[src/rtl/operand_fetch_pkg.sv]
// Shared constants and types for the operand-fetch stage and its scoreboard.
package operand_fetch_pkg;

    localparam int DATA_W = 32;
    localparam int ADDR_W = 4;
    localparam int NREGS  = 16;
    localparam int OP_W   = 8;

    typedef enum logic [1:0] {
        ST_IDLE,
        ST_READ,
        ST_HOLD
    } state_t;

    typedef struct packed {
        logic [ADDR_W-1:0] rs1;
        logic [ADDR_W-1:0] rs2;
        logic [ADDR_W-1:0] rd;
        logic              rd_we;
        logic [OP_W-1:0]   op;
    } instr_t;

endpackage

[src/rtl/operand_fetch_op_scoreboard.sv]
// Pending-write scoreboard: one bit per register, set on issue, cleared on writeback.
module op_scoreboard
    import operand_fetch_pkg::*;
(
    input  logic              clk,
    input  logic              nrst,
    input  logic              set_en,
    input  logic [ADDR_W-1:0] set_addr,
    input  logic              clr_en,
    input  logic [ADDR_W-1:0] clr_addr,
    input  logic [ADDR_W-1:0] q_a_addr,
    input  logic [ADDR_W-1:0] q_b_addr,
    input  logic [ADDR_W-1:0] q_c_addr,
    output logic              hit_a,
    output logic              hit_b,
    output logic              hit_c,
    output logic [NREGS-1:0]  pending
);

    logic [NREGS-1:0] pending_reg;
    logic [NREGS-1:0] pending_next;
    logic [NREGS-1:0] set_vec;
    logic [NREGS-1:0] clr_vec;
    logic [NREGS-1:0] eff;

    generate
        for (genvar gi = 0; gi < NREGS; gi++) begin : g_bits
            assign set_vec[gi] = set_en & (set_addr == ADDR_W'(gi));
            assign clr_vec[gi] = clr_en & (clr_addr == ADDR_W'(gi));
        end
    endgenerate

    // A writeback this cycle already resolves its register for hazard purposes,
    // and a new issue to the same register keeps it pending (set wins).
    assign eff          = pending_reg & ~clr_vec;
    assign pending_next = eff | set_vec;

    always_ff @(posedge clk) begin
        if (!nrst) begin
            pending_reg <= '0;
        end else begin
            pending_reg <= pending_next;
        end
    end

    assign hit_a   = eff[q_a_addr];
    assign hit_b   = eff[q_b_addr];
    assign hit_c   = eff[q_c_addr];
    assign pending = pending_reg;

endmodule

[src/rtl/operand_fetch.sv]
// Operand fetch: issues register-file reads for ID instructions, hands operands
// to EX over valid/ready, forwards WB writes and tracks pending destinations.
module operand_fetch
    import operand_fetch_pkg::*;
(
    input  logic              clk,
    input  logic              nrst,
    input  logic              id_valid,
    output logic              id_ready,
    input  logic [ADDR_W-1:0] id_rs1,
    input  logic [ADDR_W-1:0] id_rs2,
    input  logic [ADDR_W-1:0] id_rd,
    input  logic              id_rd_we,
    input  logic [OP_W-1:0]   id_op,
    output logic              ex_valid,
    input  logic              ex_ready,
    output logic [DATA_W-1:0] ex_opa,
    output logic [DATA_W-1:0] ex_opb,
    output logic [ADDR_W-1:0] ex_rd,
    output logic              ex_rd_we,
    output logic [OP_W-1:0]   ex_op,
    input  logic              wb_valid,
    input  logic [ADDR_W-1:0] wb_rd,
    input  logic [DATA_W-1:0] wb_data,
    output logic [ADDR_W-1:0] rf_raddra,
    output logic [ADDR_W-1:0] rf_raddrb,
    input  logic [DATA_W-1:0] rf_douta,
    input  logic [DATA_W-1:0] rf_doutb,
    output logic [ADDR_W-1:0] rf_waddr,
    output logic [DATA_W-1:0] rf_wdata,
    output logic              rf_wen,
    output logic [NREGS-1:0]  busy_mask
);

    state_t            state_reg;
    state_t            state_next;
    instr_t            id_instr;
    logic [ADDR_W-1:0] raddra_reg;
    logic [ADDR_W-1:0] raddrb_reg;
    logic [ADDR_W-1:0] rd_reg;
    logic              rd_we_reg;
    logic [OP_W-1:0]   op_reg;
    logic [DATA_W-1:0] opa_reg;
    logic [DATA_W-1:0] opb_reg;
    logic              ex_valid_reg;
    logic [DATA_W-1:0] opa_next;
    logic [DATA_W-1:0] opb_next;
    logic              hit_a;
    logic              hit_b;
    logic              hit_c;
    logic              hazard;
    logic              accept;
    logic              capture;
    logic              retire;

    assign id_instr = '{rs1: id_rs1, rs2: id_rs2, rd: id_rd, rd_we: id_rd_we, op: id_op};

    // Write port is a straight pass-through so the RF writes at this cycle's negedge.
    assign rf_wen   = wb_valid & nrst;
    assign rf_waddr = wb_rd;
    assign rf_wdata = wb_data;

    op_scoreboard u_scoreboard (
        .clk      (clk),
        .nrst     (nrst),
        .set_en   (accept & id_instr.rd_we),
        .set_addr (id_instr.rd),
        .clr_en   (rf_wen),
        .clr_addr (wb_rd),
        .q_a_addr (id_instr.rs1),
        .q_b_addr (id_instr.rs2),
        .q_c_addr (id_instr.rd),
        .hit_a    (hit_a),
        .hit_b    (hit_b),
        .hit_c    (hit_c),
        .pending  (busy_mask)
    );

    always_comb begin
        state_next = state_reg;
        id_ready   = 1'b0;
        accept     = 1'b0;
        capture    = 1'b0;
        retire     = 1'b0;
        hazard     = hit_a | hit_b | (id_instr.rd_we & hit_c);
        case (state_reg)
            ST_IDLE: begin
                id_ready = nrst & ~hazard;
                accept   = id_valid & id_ready;
                if (accept) begin
                    state_next = ST_READ;
                end
            end
            ST_READ: begin
                capture    = 1'b1;
                state_next = ST_HOLD;
            end
            ST_HOLD: begin
                if (ex_ready) begin
                    retire     = 1'b1;
                    state_next = ST_IDLE;
                end
            end
            default: state_next = ST_IDLE;
        endcase
    end

    // The RF returns the old value on a same-negedge read/write, so a writeback
    // during the read cycle has to be bypassed here.
    assign opa_next = (rf_wen && (rf_waddr == raddra_reg)) ? rf_wdata : rf_douta;
    assign opb_next = (rf_wen && (rf_waddr == raddrb_reg)) ? rf_wdata : rf_doutb;

    always_ff @(posedge clk) begin
        if (!nrst) begin
            state_reg <= ST_IDLE;
        end else begin
            state_reg <= state_next;
        end
    end

    always_ff @(posedge clk) begin
        if (!nrst) begin
            raddra_reg   <= '0;
            raddrb_reg   <= '0;
            rd_reg       <= '0;
            rd_we_reg    <= 1'b0;
            op_reg       <= '0;
            opa_reg      <= '0;
            opb_reg      <= '0;
            ex_valid_reg <= 1'b0;
        end else begin
            if (accept) begin
                raddra_reg <= id_instr.rs1;
                raddrb_reg <= id_instr.rs2;
                rd_reg     <= id_instr.rd;
                rd_we_reg  <= id_instr.rd_we;
                op_reg     <= id_instr.op;
            end
            if (capture) begin
                opa_reg      <= opa_next;
                opb_reg      <= opb_next;
                ex_valid_reg <= 1'b1;
            end
            if (retire) begin
                ex_valid_reg <= 1'b0;
            end
        end
    end

    assign rf_raddra = raddra_reg;
    assign rf_raddrb = raddrb_reg;
    assign ex_valid  = ex_valid_reg;
    assign ex_opa    = opa_reg;
    assign ex_opb    = opb_reg;
    assign ex_rd     = rd_reg;
    assign ex_rd_we  = rd_we_reg;
    assign ex_op     = op_reg;

endmodule
[config.mk]
export PLATFORM = sky130hd
export DESIGN_NAME = operand_fetch
export DESIGN_NICKNAME = d
export VERILOG_FILES = /design/src/rtl/operand_fetch_pkg.sv /design/src/rtl/operand_fetch_op_scoreboard.sv /design/src/rtl/operand_fetch.sv
export SDC_FILE = /design/constraint.sdc
export NUM_CORES = 1
export LEC_CHECK = 0
export BUFFER_PORTS_ARGS = -buffer_cell sky130_fd_sc_hd__buf_4
export CORE_AREA = 4 4 119 121
export CTS_CLUSTER_SIZE = 24
export DETAILED_ROUTE_END_ITERATION = 6
export DIE_AREA = 0 0 123 125
export HOLD_SLACK_MARGIN = 0.12
export MAX_ROUTING_LAYER = met4
export PLACE_DENSITY = 0.74
export REMOVE_ABC_BUFFERS = 1
export SLEW_MARGIN = 20
export SYNTH_ARGS = -nofsm -noshare
export SYNTH_HDL_FRONTEND = slang
export SYNTH_SLANG_ARGS = --single-unit
[constraint.sdc]
create_clock -name clk -period 2.89 [get_ports clk]
set_input_delay 0.578 -clock clk [delete_from_list [all_inputs] [get_ports clk]]
set_output_delay 0.578 -clock clk [all_outputs]
set_load 0.01 [all_outputs]
After elaboration in Yosys (flattened, before gate mapping)
Index checks and enable logic that the tools add are counted.
Widths: inputs -> output; s select.
Operators by class
  add/subtract/negate cells: 0
  multiply operators: 0
  div/mod/pow operators: 0
  magnitude comparators: 3
  equality and inequality tests: 36
  shift-type cells: 0
  mux-type cells: 16
  bitwise gates (word level): 44
  reductions and logical operators: 7
Operators with widths (count)
  $eq 4x4->1 const B: 16
  $mux 32: 2
  $and 1x1->1: 37
  $eq 4x3->1 const B: 8
  $and 16x16->16: 1
  $eq 4x2->1 const B: 4
  $not 16->16: 1
  $or 16x16->16: 1
  $lt 4x5->1 const B: 3
  $bmux 1 s4: 3
  $eq 4x1->1 const B: 2
  $eq 4x4->1: 2
  $logic_not 4->1: 2
  $mux 1: 8
  $pmux 2 s3: 1
  $mux 2: 2
  $ne 2x2->1 const B: 2
  $eq 2x1->1 const B: 1
  $eq 2x2->1 const B: 1
  $logic_and 1x1->1: 2
  $logic_not 2->1: 1
  $not 1->1: 2
  $or 1x1->1: 2
  $reduce_and 2->1: 1
  $reduce_or 2->1: 1
Storage, ports and cells
  register bits after elaboration: 104
  latch bits: 0
  RAM bits: 0
  bits in read-only memories: 0
  output and inout port bits: 140
  word-level logic and storage cells: 116
  memories: 0

Depth between registers and ports, before layout
Gate-level depths: netlist (run 1).
  word-level depth: 15
  mapped depth: 12
  depth with buffers taken out: 8

By module
Synthesis (run 1) repeated with hierarchy kept, for this count alone.
Unflattened totals
  cell total of the unflattened synthesis: 702
  area total of the unflattened synthesis: 5955.7 µm²
By module, submodules not included
  operand_fetch: instances 1, cells each 544, area each 4699.5 µm²
  op_scoreboard: instances 1, cells each 158, area each 1256.2 µm²

Worst setup path before layout (run 1)
OpenSTA, ideal clock, no wires.
  path type: input port to output port
  start: input id_rd[0]
  end: output id_ready
  arrival: 2.267 ns
  setup slack: 0.045 ns
  cell stages on the path: 8
  path buffers: 2
  cell sequence: clkbuf_1 mux4_2 nand2_1 nor2_1 o31ai_1 o21a_1 buf_4 and3_1
On the way
  cells in the longest elaborated chain, start to end: 7
Ends and longest elaborated chain
  from (decl): RTL line operand_fetch.sv:12  | input logic [ADDR_W-1:0] id_rd,
  $bmux 1 s4: RTL line operand_fetch_op_scoreboard.sv:48  | assign hit_c = eff[q_c_addr];
  $mux 1 (not written as such): RTL line operand_fetch_op_scoreboard.sv:48
  $and 1x1->1: RTL line operand_fetch.sv:85  | hazard = hit_a | hit_b | (id_instr.rd_we & hit_c);
  $or 1x1->1: RTL line operand_fetch.sv:85
  $not 1->1: RTL line operand_fetch.sv:88  | id_ready = nrst & ~hazard;
  $and 1x1->1: RTL line operand_fetch.sv:88
  $mux 1: RTL line operand_fetch.sv:86  | case (state_reg)
  to (decl): RTL line operand_fetch.sv:9  | output logic id_ready,
Every way passes these cells. The select of a mux whose other input is x is not followed.

Worst setup path in the final report (run 1)
  start: input wb_rd[1]
  end: output id_ready
On the way
  cells in the longest elaborated chain, start to end: 11
Ends and longest elaborated chain
  from (decl): RTL line operand_fetch.sv:23  | input logic [ADDR_W-1:0] wb_rd,
  $eq 4x1->1, or another cell as far along: RTL line operand_fetch_op_scoreboard.sv:29  | assign clr_vec[gi] = clr_en & (clr_addr == ADDR_W'(gi));
  $and 1x1->1: RTL line operand_fetch_op_scoreboard.sv:29
  $not 16->16 (*): RTL line operand_fetch_op_scoreboard.sv:35  | assign eff = pending_reg & ~clr_vec;
  $and 16x16->16 (*): RTL line operand_fetch_op_scoreboard.sv:35
  $bmux 1 s4 (on tied branches): RTL line operand_fetch_op_scoreboard.sv:46, operand_fetch_op_scoreboard.sv:47, operand_fetch_op_scoreboard.sv:48
  $mux 1 (on tied branches): RTL line operand_fetch_op_scoreboard.sv:46, operand_fetch_op_scoreboard.sv:47, operand_fetch_op_scoreboard.sv:48
  $or 1x1->1 or $and 1x1->1 (tied branches): RTL line operand_fetch.sv:85
  $or 1x1->1 (*): RTL line operand_fetch.sv:85
  $not 1->1 (*): RTL line operand_fetch.sv:88
  $and 1x1->1 (*): RTL line operand_fetch.sv:88
  $mux 1 (*): RTL line operand_fetch.sv:86
Every way passes the cells marked *; elsewhere a longest branch is shown, timed or not. The select of a mux whose other input is x is not followed.

==> metrics, run 1 <==
outcome=complete, but fails checks; failing checks=DRC; fin cells=1001; utilization after layout=58.5%; Tightest Hold Check Type=primary input to flip-flop; post-layout min period=2.78 ns; number of synthesized flops with an enable pin=0; Slew @ Worst Pin=0.847 ns; CTS tree=built; internal power=2.62 mW; Residual DRC=1; Critical Path Start=wb_rd[1]; clock sinks=104; layout cells sized above 1=38.5%; reg-to-reg critical path startpoint=u_scoreboard.pending[2]; crit path DAT=2.21 ns; slowest stage delay, CP=0.40 ns; I/O Buffers=265; ys flop type=dfxtp_1; worst path bufs/invs=2; area delta synth->final=41.3%; cell taking the most area after synthesis=dfxtp_1; wirelength, routed=19200 µm; Setup CP Type=primary input to output port; Placed Instance Area=7330 µm²; layout net count=946; Cell variety after synth=52; cell family with most CP delay=simple AND/OR/NAND/NOR gates; H-tree Lvls=3; register area=2080 µm²; Sw Pwr=1.06 mW; Ant. Diodes=0; routed via count=5607; clock-pin slew on the worst setup and hold paths=0.07 ns; number of antenna violations at the first check in global routing=0; required time of the critical path=2.31 ns; Fin. Hold Viols=0; Core ar.=13100 µm²; count leader, synth=dfxtp_1; Post-Synthesis Cells=618; DRT iter0 DRCs=458; post-CTS setup repair buffer count=0; GR Util All Layers=25.0%; top-area cell type share of the netlist area=38.4%; Finished Cell Area=7650 µm²; number of fill cells=1186; MaxCap Viol Count=0; main area contributors after synthesis=dfxtp_1 (38%), mux2i_1 (13%), a211oi_1 (8.9%); syn avg cell area=8.77 µm²; CTS max path bufs=2; GRT Residual Overflow=0; Seq/Total Area, Yosys=38.4%; Slew HR=43.6%; switching share of power=28.8%; detailed placement HPWL=14800 µm; footprint of the multi-input gates=2820 µm²; asr flop ratio synth=0%; Worst Skew=0.00621 ns; Clk Tree Root Cell=clkbuf_16; Worst-Skew Late Latency=0.34 ns; clock power share=34.1%; Die Area=15400 µm²; YS warnings=0; Reg power frac=43.3%; Initial Utilization=41.4%; worst vdd ir=0.393 mV; CTS buffer count=9; Routed Antenna Nets=0; pwr/cell area=481 nW/µm²; worst path cell trace=buf_4 -> nand4b_2 -> o21ai_0 -> o2111ai_1 -> nand4_1 -> o21a_1 -> and3_1 -> buf_4; gpl congestion=0.937; post-route clock period utilization=96.3%; placed instance count=985; register bit count reported by yosys=104; Crit-path slowest cell=nand4b_2; First-pass DRT Iterations=7; Startpoint Class=primary input; Final Max Tran Viols=0; Post-Syn Area=5420 µm²; Critical Path Fanout Max=8; share of power burned in combinational logic=22.6%; wire per inst=19.2 µm; commonest cells in the netlist=dfxtp_1 (104), nor2_1 (72), mux2i_1 (68), a211oi_1 (64), buf_4 (40); largest net degree at the start of global routing=80; # rows=42; crit end category=output port; vias in the first global route=5632; Hold Startpoint=id_op[4]; vias per cell=5.60; critical path's most frequent cell=buf_4; Die X=123 µm; fmax=359 MHz; first-pass GRT wire length=29800 µm; # setup viols final=0; Die Height=125 µm; Leak Pwr=3.60 nW; RSZ-0062 raised after global routing=no; IO Count=266
## worst reg2reg max path: stages, from the launching register on
cell and delay, ns:
dfxtp_1 0.37, mux4_2 0.48, nand2_1 0.09, nor2_1 0.05, o31ai_2 0.30, o21a_1 0.20
buf_4 0.25, nand2_4 0.11, buf_12 0.15, o32ai_1 0.27
## what timing repair did
| action | in CTS | in global routing |
|---|---|---|
| setup endpoints to repair | 1 | 1 |
| resized for setup | 1 | 7 |
| hold buffers | 0 | 0 |
## path summary, 6_finish.rpt
check / slack [ns] / endpoint / depth (start not counted)
worst max-delay path: 0.11 / id_ready / 8
worst min register to register: 0.46 / ex_op[4] / 2
worst max register to register: 0.52 / u_scoreboard.pending[4] / 9
worst min-delay path: 0.45 / ex_op[4] / 3
## cells by family (layout without fill, tap and decap cells)
kind of cell	Yosys count	in the layout	synth area share, %
AO/OA/AOI/OAI	160	160	21.1
XOR/XNOR	10	10	1.62
buffers and inverters	101	308	10.3
flip-flops	104	104	38.4
multiplexers	71	71	13.4
AND/OR/NAND/NOR	172	172	15.1
## through the flow
stage | total power [mW] | TNS, ns | worst slack, ns | hold WS [ns]
2_1_floorplan | 1.95 | -142.32 | -2.19 | 0.479
3_3_place_gp | 2.44 | 0 | 0.000116 | 0.448
3_5_place_dp | 2.46 | -0.0121 | -0.0117 | 0.455
4_1_cts | 3.70 | 0 | 0.0491 | 0.436
5_1_grt | 3.85 | 0 | 0.0227 | 0.435
6_report | 3.68 | 0 | 0.106 | 0.446
## layout make-up
cell class	count	area share, %
clock buffers	9	2.94
repair buffers	283	28.7
clock inverters	7	0.997
multi-input cells	413	36.8
well taps	176	2.88
flip-flops and latches	104	27.2
inverters	9	0.441
## metal layers
metal	vias up	share of wire, %	GRT usage (%)
li1	2637	-	-
met1	2646	38	29.0
met2	284	49	40.8
met3	40	10	7.59
met4	0	2.5	8.66
met5	-	0	-
## power by group through the flow
stage          sequential (mW)  combinational, mW  clock (mW)
6_report                  1.59              0.832        1.26
4_1_cts                   1.59              0.834        1.27
3_3_place_gp              1.62              0.814           0
5_1_grt                   1.61              0.903        1.34
3_5_place_dp              1.63              0.832           0
2_1_floorplan             1.66              0.292           0
## placed cells by master (no fill, tap or decap), types with 4 or more instances in the layout
cell and count:
nor2_1 72, a21oi_1 4, o21ai_1 4, nand4_1 8, o32ai_1 8, inv_1 7, buf_4 277, nand2_1 38
nor2b_1 6, xor2_1 8, a211oi_1 64, clkbuf_16 9, o211ai_1 22, nand3_1 19, o22ai_1 5, dfxtp_1 104
buf_12 6, mux2i_1 68, o21ai_0 28, o2111ai_1 8, nor3_1 5
(Power assumes the default switching activity.)
==> run 2: changes to the inputs <==
Settings changed: CORE_AREA 4 4 119 121 to 4 4 123 125, DIE_AREA 0 0 123 125 to 0 0 127 129, SYNTH_HIERARCHICAL from default to 1.
==> run 2 against run 1 <==
Net effect:
- the run ends with setup timing left
- largest power group unchanged
- area after synthesis is 9.9% higher
- final area is 9.8% higher
- critical path type unchanged
- core utilization is 2.0 points higher
- highest routed layer unchanged
==> metrics, run 2 <==
layout cells sized above 1=38.3% (-0.21 points); area delta synth->final=41.1%; final setup margin=-0.214 ns (-0.320 ns); vias in the first global route=6044 (+7.3%); Setup CP Type=primary input to output port; Final TNS setup=-0.244 ns (-0.244 ns); post-route clock period utilization=107% (+11 points); CTS tree=built; Leak Pwr=3.53 nW (-1.9%); most frequent cells in the layout=buf_4 (305), dfxtp_1 (104), nand2_1 (49); Worst Skew=0.00466 ns (-0.00155 ns); Ant. Diodes=0 (unchanged); required time of the critical path=2.31 ns (about the same); Seq/Total Area, Yosys=35.0% (-3.5 points); busiest grt layer=met2; Slew @ Worst Pin=0.729 ns (-0.118 ns); number of synthesized flops with an enable pin=0 (unchanged); top-area cell type share of the netlist area=35.0% (-3.5 points); Die Area=16400 µm² (+6.6%); clock-pin slew on the worst setup and hold paths=0.08 ns (about the same); gpl congestion=0.916 (-2.3%); CTS hold repair buffers=0 (unchanged); Residual DRC=0 (-1); register bit count reported by yosys=104 (unchanged); commonest non-fill, non-tap cell in the layout=buf_4; detailed placement HPWL=14900 µm (+0.41%); count leader, synth=dfxtp_1; ys flop type=dfxtp_1; R2R setup slack=0.32 ns (-0.20 ns); # rows=43 (+2.4%); Slew HR=51.4% (+7.9 points); wirelength, routed=21100 µm (+9.8%); GR Util met2=40.8% (about the same); MaxCap Viol Count=0 (unchanged); Core ar.=13900 µm² (+6.1%); Initial Utilization=42.9% (+1.5 points); CTS buffer count=9 (unchanged); first-pass GRT wire length=32300 µm (+8.5%); Die Height=129 µm (+3.2%); RSZ-0062 raised after global routing=yes; Final Max Tran Viols=0 (unchanged); failing checks=setup timing; Tightest Hold Check Type=primary input to flip-flop; number of antenna violations at the first check in global routing=0 (unchanged); Cell variety after synth=52 (unchanged); commonest cells in the netlist=dfxtp_1 (104), nand2_1 (49), o211ai_1 (46), buf_4 (45), nor2_1 (40); GRT Residual Overflow=0 (unchanged); post-layout min period=3.10 ns (+0.320 ns); placed instance count=1084 (+10%); syn avg cell area=8.48 µm² (-3.2%); IO Count=266 (unchanged); Place WS=-0.568 ns (-0.557 ns); DRT iter0 DRCs=538 (+17%); Worst-Skew Late Latency=0.35 ns (about the same); clock sinks=104 (unchanged); vias per cell=5.80 (+3.5%); total power=3.72 mW (+0.93%); fmax=322 MHz (-10%); CTS max path bufs=2 (unchanged); GR Util met1=31.5% (+2.4 points); YS warnings=6 (+6); Fin. Hold Viols=0 (unchanged); Sw Pwr=1.09 mW (+3.1%); crit end category=output port; I/O Buffers=265 (unchanged); share of power burned in combinational logic=23.2% (+0.6 points); main area contributors after synthesis=dfxtp_1 (35%), o211ai_1 (5.8%), buf_4 (5.7%); pwr/cell area=442 nW/µm² (-8.0%); Post-Syn Area=5960 µm² (+9.9%); Clk Tree Root Cell=clkbuf_16; wire per inst=19.1 µm (-0.58%); clock power share=34.7% (+0.6 points); routed via count=6414 (+14%); Critical Path Fanout Max=3 (-5); First-pass DRT Iterations=7 (unchanged); internal power=2.62 mW (about the same); fin cells=1106 (+10%); worst vdd ir=0.372 mV (-5.2%); Routed Antenna Nets=0 (unchanged); Final Hold Slack=0.470 ns (+0.0237 ns); met3 GRT Util=4.19% (-3.4 points); cell taking the most area after synthesis=dfxtp_1; GR Util All Layers=25.0% (-0.025 points); outcome=complete, but fails checks; layout net count=1047 (+11%); Startpoint Class=primary input; # setup viols final=2 (+2); H-tree Lvls=3 (unchanged); Reg power frac=42.1% (-1.2 points); crit path DAT=2.53 ns (+0.32 ns); Die X=127 µm (+3.3%); largest net degree at the start of global routing=79 (-1.3%); asr flop ratio synth=0% (unchanged); switching share of power=29.4% (+0.62 points); Post-Synthesis Cells=702 (+14%)
run 2: changes by cell type in the layout (fill, tap and decap cells not counted), sizes merged, moves of 24 or more:
cell | before | now
a211oi | 65 | 0
a32oi | 2 | 32
buf | 283 | 315
mux2i | 68 | 24
nand2b | 3 | 36
nand4 | 8 | 37
nor2 | 72 | 40
nor3 | 5 | 33
nor4 | 2 | 32
o211ai | 22 | 46
o221ai | 1 | 35
run 2: logic make-up after synthesis:
family,share of synthesized area [%]
AND/OR/NAND/NOR,25.6
AO/OA/AOI/OAI,22.5
buffers and inverters,10.9
flip-flops,35.0
multiplexers,4.79
XOR/XNOR,1.18
run 2: routing by layer:
metal | share of wire [%] | wire (µm)
met5 | 0 | 0
met4 | 2.4 | 513
met3 | 6.7 | 1410
met2 | 49 | 10400
met1 | 42 | 8790
run 2: final timing paths:
path | start | end | cells past startpoint
min reg2reg | ex_opb[31] | ex_opb[31] | 2
min | id_op[5] | ex_op[5] | 3
max | wb_valid | id_ready | 11
max reg2reg | u_scoreboard/pending[2] | u_scoreboard/pending[2] | 10
run 2: final cells by class:
cell class                      instances  area, µm²
Fill cell                            1267       5480
Multi-Input combinational cell        485       3330
Timing Repair Buffer                  315       2430
Sequential cell                       104       2080
Clock buffer                            9        225
Tap cell                              180        225
Clock inverter                          7       88.8
Inverter                                6       22.5
run 2: timing repair:
item	in CTS	in global routing
gates resized for setup	14	15
pin swaps	3	6
buffers inserted	3	5
setup endpoints to repair	9	38
run 2: worst max-delay path, cell delays in order:
cell       delay (ns)
buf_6            0.09
and2_4           0.15
or3b_4           0.24
buf_6            0.12
o21ai_4          0.06
mux4_2           0.50
a2111oi_4        0.30
a31o_1           0.18
a21oi_2          0.05
and2_4           0.16
buf_6            0.11
run 2: power by group through the flow:
stage | Sequential [mW] | Combinational (mW) | Clock (mW)
after floorplan | 1.63 | 0.278 | 0
after global placement | 1.60 | 0.826 | 0
after detailed placement | 1.60 | 0.834 | 0
after CTS | 1.57 | 0.853 | 1.33
after global routing | 1.58 | 0.924 | 1.39
final | 1.57 | 0.861 | 1.29
run 2: through the flow:
stage               util, %  area, µm²
global placement       57.1       7920
CTS                    60.0       8330
finish                 60.5       8400
floorplan                 -       5330
detailed placement     57.1       7920
global route           60.5       8400
